--- src/rtl/ps2_keymap_parser.sv ---
// PS/2 scancode-set-2 key map parser.
// Detects a rising edge of the receiver's byte-ready level through a sampling
// shift register. Each accepted byte is decoded through the E0/F0 prefix
// FSM, and a level bit is kept per tracked key, with registered press and
// release pulses.
// Ports:
//   clk, rst_n         - clock and asynchronous active-low reset
//   ps2_byte           - received byte, stable while ps2_state is high
//   ps2_state          - byte-ready level from the PS/2 receiver
//   keys               - held state per key slot
//   key_press          - one-cycle pulse on the 0->1 edge of a keys bit
//   key_release        - one-cycle pulse on the 1->0 edge of a keys bit
//   ps2_posedge_state  - one-cycle byte-accept strobe
//   ps2_state_sampling - sampling shift register (bit 0 is the newest sample)
//   err                - one-cycle pulse when a 00/FF byte is accepted
module ps2_keymap_parser #(
    parameter int                    NUM_KEYS       = 16,
    parameter int                    SYNC_STAGES    = 3,
    parameter logic [NUM_KEYS*9-1:0] KEY_CODES      = {
        9'h036, 9'h02E, 9'h025, 9'h026, 9'h01E, 9'h016, 9'h174, 9'h16B,
        9'h172, 9'h175, 9'h05A, 9'h029, 9'h023, 9'h01B, 9'h01C, 9'h01D},
    parameter int                    PREFIX_TIMEOUT = 0
) (
    input  logic                   clk,
    input  logic                   rst_n,
    input  logic [7:0]             ps2_byte,
    input  logic                   ps2_state,
    output logic [NUM_KEYS-1:0]    keys,
    output logic [NUM_KEYS-1:0]    key_press,
    output logic [NUM_KEYS-1:0]    key_release,
    output logic                   ps2_posedge_state,
    output logic [SYNC_STAGES-1:0] ps2_state_sampling,
    output logic                   err
);

    typedef enum logic [1:0] {IDLE, EXT, BRK, EXT_BRK} state_t;

    localparam int TW = (PREFIX_TIMEOUT > 0) ? $clog2(PREFIX_TIMEOUT + 1) : 1;
    localparam logic [TW-1:0] TMO_MAX  = TW'(PREFIX_TIMEOUT);
    localparam logic [TW-1:0] TMO_LAST = (PREFIX_TIMEOUT > 0) ? TW'(PREFIX_TIMEOUT - 1) : '0;

    state_t                 state_q, state_d;
    logic [SYNC_STAGES-1:0] sampling_q, sampling_d;
    logic [NUM_KEYS-1:0]    keys_q, keys_d;
    logic [NUM_KEYS-1:0]    press_q, press_d;
    logic [NUM_KEYS-1:0]    release_q, release_d;
    logic                   err_q, err_d;
    logic [TW-1:0]          tmo_q, tmo_d;

    logic                   strobe;
    logic                   do_make;
    logic                   do_break;
    logic                   code_ext;
    logic [NUM_KEYS-1:0]    match;

    always_comb begin
        sampling_d = {sampling_q[SYNC_STAGES-2:0], ps2_state};
        strobe     = sampling_q[SYNC_STAGES-2] & ~sampling_q[SYNC_STAGES-1];
        state_d    = state_q;
        err_d      = 1'b0;
        tmo_d      = tmo_q;
        do_make    = 1'b0;
        do_break   = 1'b0;
        code_ext   = 1'b0;

        // Idle-cycle counter. An expiry only drops a pending prefix. A strobe
        // in the same cycle overrides the expiry, because the byte decode
        // below runs from state_q and assigns state_d after this.
        if (PREFIX_TIMEOUT > 0) begin
            if (strobe) begin
                tmo_d = '0;
            end else begin
                if (tmo_q != TMO_MAX) tmo_d = tmo_q + TW'(1);
                if (tmo_q >= TMO_LAST && state_q != IDLE) state_d = IDLE;
            end
        end

        if (strobe) begin
            if (ps2_byte == 8'h00 || ps2_byte == 8'hFF) begin
                err_d   = 1'b1;
                state_d = IDLE;
            end else begin
                unique case (state_q)
                    IDLE: begin
                        if (ps2_byte == 8'hE0)      state_d = EXT;
                        else if (ps2_byte == 8'hF0) state_d = BRK;
                        else begin
                            do_make = 1'b1;
                            state_d = IDLE;
                        end
                    end
                    EXT: begin
                        if (ps2_byte == 8'hF0)      state_d = EXT_BRK;
                        else if (ps2_byte == 8'hE0) state_d = EXT;
                        else begin
                            do_make  = 1'b1;
                            code_ext = 1'b1;
                            state_d  = IDLE;
                        end
                    end
                    BRK: begin
                        if (ps2_byte == 8'hF0)      state_d = BRK;
                        else if (ps2_byte == 8'hE0) state_d = EXT;
                        else begin
                            do_break = 1'b1;
                            state_d  = IDLE;
                        end
                    end
                    EXT_BRK: begin
                        if (ps2_byte == 8'hF0)      state_d = EXT_BRK;
                        else if (ps2_byte == 8'hE0) state_d = EXT;
                        else begin
                            do_break = 1'b1;
                            code_ext = 1'b1;
                            state_d  = IDLE;
                        end
                    end
                    default: state_d = IDLE;
                endcase
            end
        end

        // Every matching slot updates, so duplicate table entries move together.
        match = '0;
        for (int unsigned i = 0; i < NUM_KEYS; i++) begin
            match[i] = (KEY_CODES[9*i +: 9] == {code_ext, ps2_byte});
        end

        keys_d = keys_q;
        if (do_make)       keys_d = keys_q | match;
        else if (do_break) keys_d = keys_q & ~match;

        // Pulses come from the level change, so repeats and stray breaks produce none.
        press_d   = keys_d & ~keys_q;
        release_d = keys_q & ~keys_d;
    end

    always_ff @(posedge clk or negedge rst_n) begin
        if (!rst_n) begin
            state_q    <= IDLE;
            sampling_q <= '0;
            keys_q     <= '0;
            press_q    <= '0;
            release_q  <= '0;
            err_q      <= 1'b0;
            tmo_q      <= '0;
        end else begin
            state_q    <= state_d;
            sampling_q <= sampling_d;
            keys_q     <= keys_d;
            press_q    <= press_d;
            release_q  <= release_d;
            err_q      <= err_d;
            tmo_q      <= tmo_d;
        end
    end

    assign keys               = keys_q;
    assign key_press          = press_q;
    assign key_release        = release_q;
    assign err                = err_q;
    assign ps2_state_sampling = sampling_q;
    assign ps2_posedge_state  = strobe;

endmodule

--- config.mk ---
export PLATFORM = sky130hd
export DESIGN_NAME = ps2_keymap_parser
export DESIGN_NICKNAME = d
export VERILOG_FILES = /design/src/rtl/ps2_keymap_parser.sv
export SDC_FILE = /design/constraint.sdc
export NUM_CORES = 1
export LEC_CHECK = 0
export BUFFER_PORTS_ARGS = -buffer_cell sky130_fd_sc_hd__buf_2
export CAP_MARGIN = 20
export CORE_UTILIZATION = 50
export DETAILED_ROUTE_END_ITERATION = 10
export PLACE_DENSITY = 0.86
export SYNTH_ARGS = -nofsm -noshare
export SYNTH_HDL_FRONTEND = slang
export SYNTH_SLANG_ARGS = --single-unit
export TNS_END_PERCENT = 50
--- constraint.sdc ---
create_clock -name clk -period 1.5 [get_ports clk]
set_input_delay 0 -clock clk [delete_from_list [all_inputs] [get_ports clk]]
set_output_delay 0 -clock clk [all_outputs]
set_load 0.005 [all_outputs]
==> results of run 1 <==
-- cells by family after synthesis --
logic type,count (synthesis),share of synthesized area
flops,54,0.578
mux,14,0.0627
simple gates,95,0.280
compound gates,7,0.0230
buf+inv,27,0.0562
-- stage by stage --
step	setup slack, ns	cells	utilization	hold WS (ns)	cell area (µm²)
detailed placement	0.0742	310	0.617	0.110	2720
finish	0.0905	320	0.643	0.0435	2840
global route	0.00834	320	0.643	0.0609	2840
CTS	0.0485	320	0.643	0.0320	2840
floorplan	0.129	197	-	-0.296	2340
global placement	0.141	310	0.617	0.108	2720
-- cell type report --
class / instances / area (µm²) / area share
clock buffer: 6 / 82.6 / 0.0291
sequential: 54 / 1350 / 0.476
tap: 52 / 65.1 / 0.0229
multi-input combinational: 116 / 853 / 0.300
clock inverter: 2 / 12.5 / 0.00441
timing repair buffer: 77 / 425 / 0.150
inverter: 13 / 48.8 / 0.0172
-- registers in the layout (all words and copies together) (netlist names) --
name and flops:
key_press 16, key_release 16, keys 16, ps2_state_sampling 3, state_q 2, err 1
-- report_power, final --
part / leakage (nW) / total, mW / switching (mW) / internal, mW
registers: 0.693 / 1.48 / 0.0149 / 1.47
logic: 0.770 / 0.195 / 0.123 / 0.0723
clock network: 0.0472 / 0.844 / 0.472 / 0.372
-- cell usage in the layout, fill, tap and decap left out, types with 2 or more instances in the layout --
cell,Yosys,routed
o21ai_0,2,2
nand4bb_1,2,2
mux2_1,2,2
nand4_1,7,7
and4bb_2,2,2
nand4b_1,2,2
nand2b_1,2,2
buf_2,5,63
nor4bb_1,3,3
nor3_2,2,2
mux2_2,3,3
and3_1,8,8
mux2i_1,9,9
nand3_1,8,8
inv_1,13,13
nor3b_1,2,2
o31ai_1,2,2
nor2_1,7,7
or4b_1,2,2
nand2_1,11,11
or4_1,2,2
dfrtp_1,54,53
nor3_1,13,13
buf_4,2,12
clkbuf_8,0,6
nor2b_1,3,3
dlygate4sd3_1,0,2
nor4_1,7,7
nor4b_4,2,2
-- worst paths after layout --
kind,from,endpoint,slack (ns),cells after the start
setup reg to reg,ps2_state_sampling[2]$_DFF_PN0_,keys[0]$_DFF_PN0_,0.09,4
max in group asynchronous,rst_n,ps2_state_sampling[1]$_DFF_PN0_,0.68,3
min in group asynchronous,rst_n,key_press[4]$_DFF_PN0_,0.35,3
hold / removal,ps2_byte[0],key_press[1]$_DFF_PN0_,0.04,2
hold reg to reg,ps2_state_sampling[0]$_DFF_PN0_,ps2_state_sampling[1]$_DFF_PN0_,0.38,0
setup / recovery,ps2_state_sampling[2]$_DFF_PN0_,keys[0]$_DFF_PN0_,0.09,4
-- worst register-to-register path: stages (launching register included) --
cell and delay [ns]:
dfrtp_1 0.44, nor3b_2 0.20, buf_4 0.20, nand4_1 0.13, mux2_1 0.33
-- layer usage --
| layer | up-vias | part of all wire |
|---|---|---|
| met5 | - | 0 |
| met4 | 0 | 0.012 |
| met3 | 10 | 0.065 |
| met2 | 71 | 0.49 |
| met1 | 884 | 0.44 |
| li1 | 844 | - |
-- repair_timing --
action,CTS,global route
endpoints found under the setup margin,0,1
gates resized for setup,0,1
hold buffers,2,0
hold endpoints to repair,55,0
==> qor.csv, run 1 <==
stage,metric,value,unit
outcome,status,finished clean,
timing,finalSetupViolCount,0,
cts,insertion_delay,0.31,ns
timing,fin_skew,0.00773,ns
synth,synth_area_leaders,"dfrtp_1 (58%), mux2i_1 (3.9%), nor3_1 (2.8%)",
critical_path,cpLargestDelayFamily,flip-flops,
cells_and_area,n_fill_cell,362,
timing,max_freq,709,MHz
synth,yosysSeqAreaShare,0.578,
global_route,busiest_layer,met2,
critical_path,crit_arrival,1.61,ns
floorplanning,die_w,70.4,µm
cts,h-tree-depth,2,
place,place.gp.congestion,0.798,
cells_and_area,nets,278,
critical_path,required,1.70,ns
critical_path,endpoint_kind,flop,
global_route,grt_max_degree,55,
global_route,antenna_found_initial,0,
global_route,overflow,0,
synth,synth_seq_cells,54,
drt,drt_wl_total,5070,µm
floorplanning,io_pins,64,
timing,period_share,0.940,
synth,synthesis.area,0.00234,mm²
critical_path,cp_max_fo,10,
synth,synth_edf_count,0,
cells_and_area,drive_above_1_share,0.358,
timing,slew_viol_final,0,
critical_path,worstPathCellList,"nor3b_2, buf_4, nand4_1, mux2_1",
floorplanning,start_util,0.529,
cts,cts_setup_buffers,0,
floorplanning,core_region_area,0.00441,mm²
synth,syn_inst,197,
cells_and_area,num_antenna_cells,0,
critical_path,critPathBufInv,1,
flow_run,cap_violations,0,
timing,hold_viol_final,0,
power,worst_ir_drop_vdd,0.000507,V
power,power_leakage,1.51,nW
synth,synth_top_area_frac,0.578,
synth,yosysMostFrequentCell,dfrtp_1,
drt,num_vias,1809,
timing,tns,0,ns
place,port_buffers,63,
synth,synth_nets,208,
synth,ys_warn_count,0,
critical_path,crit_path_top_delay_cell,dfrtp_1,
global_route,use_met1,0.293,
timing,slew_headroom,0.563,
global_route,use_met3,0.0534,
critical_path,worst-setup-path-type,flop to flop,
synth,synth.distinct_cells,43,
drt,ant_nets,0,
timing,rsz0062_at_grt,false,
global_route,first_global_vias,1732,
cts,max-clock-path-buffers,2,
synth,async_reset_ff_frac,1.00,
power,finalPower,2.52,mW
cts,clock_sinks,54,
timing,worst_pin_slew,0.656,ns
hold_path,hp-class,input pin to flop,
synth,synth_flop_cell,dfrtp_1,
cts,clk_pin_slew,0.09,ns
place,hpwlAfterDp,3660,µm
critical_path,crit_path_start_kind,flop,
drt,drc_errors,0,
floorplanning,fp.dieH,70.4,µm
cts,cts_tree,done,
synth,synthTopCellsByCount,"dfrtp_1 (54), inv_1 (13), nor3_1 (13), nand2_1 (11), mux2i_1 (9)",
drt,via_per_inst,5.65,
floorplanning,dieArea,0.00495,mm²
drt,wl_per_cell,15.8,µm
synth,syn_avg_cell_area,11.9,µm²
cts,cts_buffers,5,
cts,cts_root_buf,clkbuf_8,
synth,synth_largest_area_cell,dfrtp_1,
floorplanning,rows,24,
global_route,grt_usage,0.218,
drt,drtPass1Iterations,4,
global_route,grt_pass1_wl,8350,µm
timing,fin_crit,1.41,ns
global_route,grtUsageMet2,0.343,
drt,drtIter0Drc,84,
critical_path,critPathMaxStageDelay,0.44,ns
power,power_density,889,mW/mm²
cells_and_area,area_growth,21.6,%
(Power assumes the default switching activity.)
==> run 2: changes to the inputs <==
--- a/config.mk
+++ b/config.mk
@@ -7,8 +7,10 @@
 export LEC_CHECK = 0
 export BUFFER_PORTS_ARGS = -buffer_cell sky130_fd_sc_hd__buf_2
 export CAP_MARGIN = 20
+export CORE_ASPECT_RATIO = 0.9
 export CORE_UTILIZATION = 50
 export DETAILED_ROUTE_END_ITERATION = 10
+export HOLD_SLACK_MARGIN = 0.08
 export PLACE_DENSITY = 0.86
 export SYNTH_ARGS = -nofsm -noshare
 export SYNTH_HDL_FRONTEND = slang
==> qor.csv, run 2 (same netlist as run 1, synthesis figures left out) <==
stage,metric,value,unit
outcome,status,finished clean,
cells_and_area,area.sequential,0.00136,mm²
place,placed_cell_area,0.00272,mm²
timing,period_share,0.974,
power,p_clk_frac,0.309,
cts,cts_tree,done,
global_route,use_met1,0.335,
timing,hold_viol_final,0,
drt,drtIter0Drc,93,
global_route,grt_max_degree,24,
cells_and_area,stdcell_area,0.00293,mm²
global_route,grt_pass1_wl,8340,µm
timing,worst_pin_slew,0.497,ns
timing,fin_crit,1.46,ns
drt,drtPass1Iterations,4,
critical_path,worst-setup-path-type,flop to flop,
floorplanning,rows,23,
cts,clk_pin_slew,0.09,ns
cells_and_area,n_fill_cell,355,
power,internal_power,1.88,mW
cells_and_area,final_common_cell,buf_2,
global_route,overflow,0,
cells_and_area,layout_common_cells,"buf_2 (62), dfrtp_1 (51), inv_1 (13), nor3_1 (13), nand2_1 (11)",
cells_and_area,multiInputGateArea,885,µm²
critical_path,cp_max_fo,8,
global_route,grtUsageMet2,0.332,
hold_path,hp-class,input pin to flop,
cts,clock_sinks,54,
timing,finalSetupViolCount,0,
timing,slew_viol_final,0,
drt,via_per_inst,5.47,
cells_and_area,num_antenna_cells,0,
power,worst_ir_drop_vdd,0.000432,V
timing,slew_headroom,0.664,
cts,cts_buffers,5,
place,place.gp.congestion,0.796,
power,power_density,839,mW/mm²
global_route,first_global_vias,1671,
drt,wl_per_cell,15.6,µm
critical_path,crit_path_start_kind,flop,
drt,drc_errors,0,
timing,tns,0,ns
floorplanning,io_pins,64,
power,power_frac_comb,0.084,
power,finalPower,2.46,mW
drt,num_vias,1828,
floorplanning,fp.dieH,66.8,µm
power,p_sw_frac,0.236,
floorplanning,core_region_area,0.00446,mm²
global_route,busiest_layer,met1,
timing,rsz0062_at_grt,true,
critical_path,required,1.70,ns
drt,ant_nets,0,
place,pre_cts_ws,0.0296,ns
power,switchingPower,580,µW
cells_and_area,drive_above_1_share,0.364,
global_route,use_met3,0.0560,
place,port_buffers,63,
power,seqPwrFrac,0.607,
critical_path,endpoint_kind,flop,
cts,cts_root_buf,clkbuf_8,
timing,max_freq,685,MHz
drt,drt_wl_total,5210,µm
global_route,grt_usage,0.231,
critical_path,crit_arrival,1.66,ns
flow_run,cap_violations,0,
place,hpwlAfterDp,3510,µm
cts,insertion_delay,0.30,ns
timing,fin_skew,0.00354,ns
global_route,antenna_found_initial,0,
floorplanning,die_w,74.1,µm
floorplanning,dieArea,0.00495,mm²
power,power_leakage,1.53,nW
cells_and_area,area_growth,25.3,%
cts,max-clock-path-buffers,2,
cts,h-tree-depth,2,
floorplanning,start_util,0.524,
timing,worst_slack,0.0394,ns
cells_and_area,nets,283,
## run 2: changes by cell type in the layout (fill, tap and decap cells not counted), moves of 2 or more
cell	delta
clkbuf_1	+2
nor4_1	-2
dfrtp_2	+2
dfrtp_1	-2
buf_4	-2
nor4_2	+2
dlygate4sd3_1	+6
## run 2: timing repair
item                                    in CTS  in global routing
hold buffers                                 8                  0
endpoints found under the setup margin       1                 18
pin swaps                                    0                  1
setup buffers                                1                  0
resized for setup                            0                 11
endpoints found under the hold margin       58                  0
## run 2: area by class of cell
class / instances / share of cell area
Tap cell: 62 / 0.0265
Timing Repair Buffer: 82 / 0.165
Inverter: 13 / 0.0167
Clock buffer: 7 / 0.0261
Multi-Input combinational cell: 116 / 0.302
Sequential cell: 54 / 0.463
## run 2: worst paths after layout
kind	slack [ns]	cells past startpoint	to	startpoint
worst min register to register	0.38	0	ps2_state_sampling[1]$_DFF_PN0_	ps2_state_sampling[0]$_DFF_PN0_
worst max register to register	0.04	4	keys[14]$_DFF_PN0_	ps2_state_sampling[2]$_DFF_PN0_
worst min-delay path	0.1	3	key_press[14]$_DFF_PN0_	ps2_byte[3]
min in group asynchronous	0.13	2	keys[8]$_DFF_PN0_	rst_n
max in group asynchronous	0.77	3	keys[4]$_DFF_PN0_	rst_n
worst max-delay path	0.04	4	keys[14]$_DFF_PN0_	ps2_state_sampling[2]$_DFF_PN0_
## run 2: power groups by stage
stage | combinational (mW) | clock, mW | sequential (mW)
2_1_floorplan | 0.104 | 0 | 1.51
3_3_place_gp | 0.177 | 0 | 1.51
3_5_place_dp | 0.181 | 0 | 1.52
4_1_cts | 0.200 | 0.777 | 1.49
5_1_grt | 0.227 | 0.828 | 1.49
6_report | 0.207 | 0.758 | 1.49
## run 2: metal layers
layer | share of wire | vias to the layer above | wire length (µm)
li1 | - | 853 | -
met1 | 0.46 | 899 | 2400
met2 | 0.47 | 70 | 2460
met3 | 0.057 | 6 | 298
met4 | 0.0092 | 0 | 48
met5 | 0 | - | 0
## run 2: worst max-delay path: stages (launching register included)
cell and delay [ns]:
dfrtp_2 0.46, nor3b_4 0.25, buf_6 0.17, nand4_1 0.13, mux2_4 0.34
## run 2: through the flow
stage / utilization / hold WS (ns) / instances
final: 0.656 / 0.0955 / 334
after global routing: 0.656 / 0.0860 / 334
after CTS: 0.647 / 0.0807 / 334
after detailed placement: 0.610 / -0.0702 / 318
after global placement: 0.610 / -0.0812 / 318
after floorplan: - / -0.296 / 197
